File: src/rtl/rotary_operand_alu.sv
// rtl/rotary_operand_alu.sv - quadrature-encoder stepped operand entry with add/subtract result
// Each CW detent commits one entry step (clear, A/B slice loads MSB first, mode); CCW steps back.
module rotary_operand_alu #(
  parameter  int WIDTH  = 7,
  parameter  int SLICE  = 4,
  localparam int NSLICE = (WIDTH + SLICE - 1) / SLICE,
  localparam int DONE   = 2 * NSLICE + 2,
  localparam int SW     = $clog2(DONE + 1)
) (
  input  logic             clk,
  input  logic             rst_n,
  input  logic             ROT_A,
  input  logic             ROT_B,
  input  logic [SLICE-1:0] holder,
  input  logic             sub,
  output logic [WIDTH:0]   led,
  output logic [SW-1:0]    step,
  output logic             valid
);

  localparam int MODE = 2 * NSLICE + 1;

  logic             a_s1_q, a_s2_q, b_s1_q, b_s2_q;
  logic             evt_q, evt_prev_q, dir_q, pulse_q;
  logic [SW-1:0]    step_q, step_d;
  logic [WIDTH-1:0] opa_q, opa_d, opb_q, opb_d;
  logic             cin_q, cin_d, op_q, op_d;
  logic [WIDTH:0]   led_q, led_d;
  logic [WIDTH:0]   a_ext, b_ext, c_ext;

  // Front end: evt/prev-evt reset high so a detent must pass through 00 before it counts.
  always_ff @(posedge clk or negedge rst_n) begin
    if (!rst_n) begin
      a_s1_q     <= 1'b1;
      a_s2_q     <= 1'b1;
      b_s1_q     <= 1'b1;
      b_s2_q     <= 1'b1;
      evt_q      <= 1'b1;
      evt_prev_q <= 1'b1;
      dir_q      <= 1'b0;
      pulse_q    <= 1'b0;
    end else begin
      a_s1_q     <= ROT_A;
      a_s2_q     <= a_s1_q;
      b_s1_q     <= ROT_B;
      b_s2_q     <= b_s1_q;
      case ({a_s2_q, b_s2_q})
        2'b00:   evt_q <= 1'b0;
        2'b11:   evt_q <= 1'b1;
        2'b01:   dir_q <= 1'b1;
        default: dir_q <= 1'b0;
      endcase
      evt_prev_q <= evt_q;
      pulse_q    <= evt_q & ~evt_prev_q;
    end
  end

  always_comb begin
    step_d = step_q;
    opa_d  = opa_q;
    opb_d  = opb_q;
    cin_d  = cin_q;
    op_d   = op_q;
    led_d  = led_q;
    a_ext  = {1'b0, opa_q};
    b_ext  = {1'b0, opb_q};
    c_ext  = {{WIDTH{1'b0}}, holder[0]};
    if (pulse_q) begin
      if (dir_q) begin
        step_d = (step_q == SW'(DONE)) ? '0 : step_q + 1'b1;
        if (step_q == '0) begin
          opa_d = '0;
          opb_d = '0;
          cin_d = 1'b0;
          op_d  = 1'b0;
          led_d = '0;
        end else if (step_q == SW'(MODE)) begin
          cin_d = holder[0];
          op_d  = sub;
          led_d = sub ? (a_ext - b_ext - c_ext) : (a_ext + b_ext + c_ext);
        end
        // Slice s of an operand is loaded on step NSLICE-s (A) or 2*NSLICE-s (B); pad bits drop.
        for (int s = 0; s < NSLICE; s++) begin
          for (int b = 0; b < SLICE; b++) begin
            if (s * SLICE + b < WIDTH) begin
              if (step_q == SW'(NSLICE - s)) opa_d[s*SLICE+b] = holder[b];
              if (step_q == SW'(2 * NSLICE - s)) opb_d[s*SLICE+b] = holder[b];
            end
          end
        end
      end else begin
        step_d = (step_q == '0) ? '0 : step_q - 1'b1;
      end
    end
  end

  always_ff @(posedge clk or negedge rst_n) begin
    if (!rst_n) begin
      step_q <= '0;
      opa_q  <= '0;
      opb_q  <= '0;
      cin_q  <= 1'b0;
      op_q   <= 1'b0;
      led_q  <= '0;
    end else begin
      step_q <= step_d;
      opa_q  <= opa_d;
      opb_q  <= opb_d;
      cin_q  <= cin_d;
      op_q   <= op_d;
      led_q  <= led_d;
    end
  end

  assign led   = led_q;
  assign step  = step_q;
  assign valid = (step_q == SW'(DONE));

endmodule
File: config.mk
export PLATFORM = sky130hd
export DESIGN_NAME = rotary_operand_alu
export DESIGN_NICKNAME = d
export VERILOG_FILES = /design/src/rtl/rotary_operand_alu.sv
export SDC_FILE = /design/constraint.sdc
export NUM_CORES = 1
export LEC_CHECK = 0
export ABC_AREA = 1
export CAP_MARGIN = 20
export CORE_UTILIZATION = 52
export CTS_CLUSTER_SIZE = 20
export DETAILED_ROUTE_END_ITERATION = 12
export PLACE_DENSITY = 0.88
export SETUP_SLACK_MARGIN = 0.2
export SYNTH_ARGS = -nofsm -noshare
export SYNTH_HDL_FRONTEND = slang
export SYNTH_SLANG_ARGS = --single-unit
File: constraint.sdc
create_clock -name clk -period 1.9 [get_ports clk]
set_input_delay 0.19 -clock clk [delete_from_list [all_inputs] [get_ports clk]]
set_output_delay 0.19 -clock clk [all_outputs]
set_load 0.03 [all_outputs]
# Word level (Yosys, flattened, before mapping)
# Index checks and enable logic that the tools add are counted.
[op_classes] add_sub_neg=6 n_eq_ne=8 bitwise_logic=2 n_mux=23 reduce_logical=14
[op_table] op="$mux W8" n=3
[op_table] op="$reduce_and A3 Y1" n=5
[op_table] op="$mux W1" n=14
[op_table] op="$reduce_bool A2 Y1" n=6
[op_table] op="$eq A3 B3 Y1 const B" n=3
[op_table] op="$mux W3" n=3
[op_table] op="$add A7 B7 Y8" n=1
[op_table] op="$add A8 B1 Y8" n=1
[op_table] op="$sub A7 B7 Y8" n=1
[op_table] op="$sub A8 B1 Y8" n=1
[op_table] op="$mux W7" n=1
[op_table] op="$eq A3 B2 Y1 const B" n=2
[op_table] op="$pmux W1 S2" n=2
[op_table] op="$add A3 B1 Y3 const B" n=1
[op_table] op="$eq A3 B1 Y1 const B" n=1
[op_table] op="$logic_not A3 Y1" n=1
[op_table] op="$sub A3 B1 Y3 const B" n=1
[op_table] op="$eq A2 B1 Y1 const B" n=1
[op_table] op="$eq A2 B2 Y1 const B" n=1
[op_table] op="$logic_not A2 Y1" n=1
[op_table] op="$reduce_or A2 Y1" n=1
[op_table] op="$and A1 B1 Y1" n=1
[op_table] op="$not A1 Y1" n=1
[word_totals] inputBits=9 elab_cells=67 output_inout_bits=12 reg_bits=33

# Logic depth before layout (Yosys ltp)
[depth] depth_word=5 mapped_depth=13 depth_no_buf=13

# Least setup slack after synthesis
# OpenSTA, ideal clock, no wires.
[synth_timing] path_kind="flip-flop to flip-flop" from="register opa_q[0]" to="register led_q[6] (netlist: led[6])" t_arrival_ns=1.767 required_ns=1.783 n_path_buf=0 stages_incl_launch_ff=13 path_slack_ns=0.016 setup_time_ns=0.117 synth_period_minus_slack_ns=1.884 path_cell_list="dfrtp_1 -> fa_1 -> fa_1 -> inv_1 -> nand2_1 -> nand2_1 -> nand2_1 -> nand2_1 -> nand3_1 -> nand3_1 -> nand2_1 -> nand2_1 -> nand2_1"
[synth_between] elab_chain_cells=5 word_cells_on_any_way=7 classes_between="add/sub (4); mux (3)"
[synth_rtl] item="start, declared" line_no="26" rtl="logic [WIDTH-1:0] opa_q, opa_d, opb_q, opb_d;"
[synth_rtl] item="start signal, assigned" line_no="107" rtl="opa_q <= opa_d;"
[synth_rtl] item="$add A7 B7 Y8 / $sub A7 B7 Y8 (equally long branches)" line_no="80" rtl="led_d = sub ? (a_ext - b_ext - c_ext) : (a_ext + b_ext + c_ext);"
[synth_rtl] item="$add A8 B1 Y8 / $sub A8 B1 Y8 (equally long branches)" line_no="80"
[synth_rtl] item="$mux W8 *" line_no="80"
[synth_rtl] item="$mux W8 *" line_no="77" rtl="end else if (step_q == SW'(MODE)) begin"
[synth_rtl] item="$mux W8 *" line_no="71" rtl="if (step_q == '0) begin"
[synth_rtl] item="end signal, assigned" line_no="111" rtl="led_q <= led_d;"
[synth_rtl] item="end, declared" line_no="28" rtl="logic [WIDTH:0] led_q, led_d;"
# Every way passes the cells marked *; elsewhere a longest branch is shown, timed or not. The select of a mux whose other input is x is not followed.
# A chain may end at the register's enable or synchronous reset.

# Final worst setup path
# Ends and elaborated chain as after synthesis.

==> flow_metrics.tcl <==
set metrics [dict create \
    chipWidth_um 67.1 \
    wl_um 4960 \
    mappedNetlistArea_um2 2200 \
    synth.yosys.warnings 0 \
    clk_latency_ns 0.29 \
    detail_route.wl_per_cell_um 13.6 \
    timing.rr.start "opa_q[0]" \
    detailed_routing_iterations_pass_1 4 \
    arrival_time_reported_for_the_critical_path_endpoint_ns 2.13 \
    layout_cell_share_with_drive_strength_beyond_1_pct 20.3 \
    finalCriticalPeriod_ns 1.95 \
    cell_depth_of_the_worst_flop_to_flop_path 12 \
    crit_path_max_fanout 3 \
    reg2reg_slack_ns -0.05 \
    crit_path_start "opa_q[0]" \
    dp_slack_ns -0.409 \
    timing.final.hold_violations 0 \
    rsz_0062_raised_after_global_routing "yes" \
    ys_ff_latch 33 \
    cts_root_buffer "clkbuf_8" \
    clk_path_buf_depth 2 \
    gpl.final_weighted_congestion 0.926 \
    dp_hpwl_um 3610 \
    core_area_um2 4030 \
    cts.reportedPaths.clkPinSlew_ns 0.07 \
    slew_headroom_pct 69.9 \
    drt.antenna.violating_nets 0 \
    placementRows 23 \
    run_status "finished, violations left" \
    route.vias.total 1946 \
    worst-endpoint-required_ns 2.09 \
    grt_start_max_net_pins 34 \
    cp-start-kind "flop" \
    die-area_um2 4500 \
    failed_checks "setup timing" \
    maxSlewViolCount 0 \
    syn_to_final_growth_pct 27.4 \
    setup-violations-final 5 \
    final.setup_skew_ns 0.00670 \
    grt-ovfl-total 0 \
    holdBufCountCts 0 \
    synthDistinctLibCells 27 \
    tightest_slew_ns 0.447 \
    first_global_vias 1962 \
    clock_tree.htree_level_count 2 \
    cts-buffers-inserted 5 \
    detail_route.vias_per_cell 5.33 \
    initial_utilization_pct 54.6 \
    syn-instance-count 276 \
    share_of_the_yosys_chip_area_belonging_to_registers_pct 37.9 \
    postSynthNetCount 313 \
    cp_capture_type "flop" \
    tritoncts_clock_tree "built" \
    top_level_ports 21 \
    drcViolationCount 0 \
    insertedDiodeCount 0 \
    clkSinkCount 33 \
    crit_type "reg2reg" \
    grt_pass1_wl_um 8610 \
    initial_antenna_violation_count 0 \
    postLayoutSetupSlackWorst_ns -0.0485 \
    place.port_buffers 20 \
    period_share_pct 103 \
    max_cap_viol_count 0 \
    worst_reg2reg_path_endpoint "led[6]" \
    syn_avg_cell_area_um2 7.97 \
    hold_path.class "in2async" \
    grt_usage_pct 26.0 \
    first_iter_violations 157 \
    layout_common_cells "65 x nand2_1, 47 x inv_1, 27 x nand3_1" \
    final_nets 351 \
    layout.cells.most_common "nand2_1" \
    floorplan.die.height_um 67.1 \
    achievable-frequency_ghz 0.513 \
]
## cell usage after synthesis
master	count	share of area (%)
inv_2	2	0.34
inv_1	51	8.7
nor2_2	2	0.57
o211ai_4	1	0.97
buf_2	1	0.23
a21o_1	1	0.34
nand2_1	67	11
o21ai_2	4	1.6
o2111ai_1	1	0.40
dfrtp_1	27	31
nor2_4	1	0.51
nor3_1	1	0.23
o21ai_0	16	3.6
nand3_1	30	6.8
nand4_1	3	0.85
a21oi_1	9	2.0
o211ai_1	1	0.34
xor2_1	1	0.40
or2_2	1	0.28
dfstp_2	6	7.2
nor2_1	11	1.9
ha_1	24	14
a22oi_1	1	0.34
fa_1	4	3.6
nand2_2	2	0.57
a211oi_1	2	0.68
o22ai_1	6	1.7
## per-layer routing
| metal | share of wire (%) | up-vias | track usage [%] |
|---|---|---|---|
| met2 | 51 | 53 | 45.6 |
| li1 | - | 963 | - |
| met4 | 3.5 | 0 | 12.0 |
| met1 | 41 | 917 | 30.0 |
| met3 | 5.0 | 13 | 5.14 |
| met5 | 0 | - | 0 |
## what timing repair did
action,in CTS,in global routing
setup endpoints to repair,10,17
resized for setup,10,24
endpoints found under the hold margin,0,0
cloned,0,0
pin swaps,11,8
setup buffers,0,2
## final cells by class
cell class	count	area [µm²]
Multi-Input combinational cell	189	1300
Timing Repair Buffer	32	289
Fill cell	310	1220
Sequential cell	33	837
Tap cell	50	62.6
Inverter	53	199
Clock inverter	1	30.0
Clock buffer	7	86.3
## worst max-delay path, stage by stage, from the launching register on
cell and delay [ns]:
dfrtp_2 0.44, fa_2 0.44, fa_2 0.37, inv_1 0.06
nand2_1 0.05, nand2_2 0.08, nand2_1 0.06, nand2_1 0.06
nand3_1 0.06, nand3_1 0.07, nand2_1 0.05, nand2_1 0.05
nand2_1 0.05
## stage by stage
stage,TNS (ns),util [%],std cells,hold WS [ns],instance area [µm²]
floorplan,0,-,276,-0.106,2220
global placement,-2.25,63.3,355,0.346,2550
detailed placement,-2.77,63.3,355,0.349,2550
CTS,-0.177,66.6,363,0.300,2680
global route,-0.597,69.6,365,0.297,2800
finish,-0.101,69.6,365,0.279,2800
## worst max path at each step
| stage | end | slack (ns) | cells past startpoint |
|---|---|---|---|
| 6_report | led[6] | -0.05 | 12 |
| 5_1_grt | led[6] | -0.13 | 12 |
| 3_3_place_gp | led[7] | -0.32 | 13 |
| 4_1_cts | led[7] | -0.05 | 11 |
| 2_1_floorplan | led[3] | 0.13 | 10 |
| 3_5_place_dp | led[7] | -0.41 | 13 |
## cell families after synthesis
| logic type | Yosys count | share of synthesized area [%] |
|---|---|---|
| AND/OR/NAND/NOR | 118 | 23.1 |
| buffers and inverters | 54 | 9.27 |
| AO/OA/AOI/OAI | 42 | 12.1 |
| flip-flops | 33 | 37.9 |
| adder cells (fa/ha/maj) | 28 | 17.3 |
| XOR/XNOR | 1 | 0.398 |
## sequential cells by signal, summed over array words and instances (netlist names), 3 cells and up
register and flops:
opa_q 7, led 8, step 3, opb_q 7
Power is left out: the tool's default activity adds up to more than one toggle a clock period on the data nets, which glitch-free logic cannot reach.
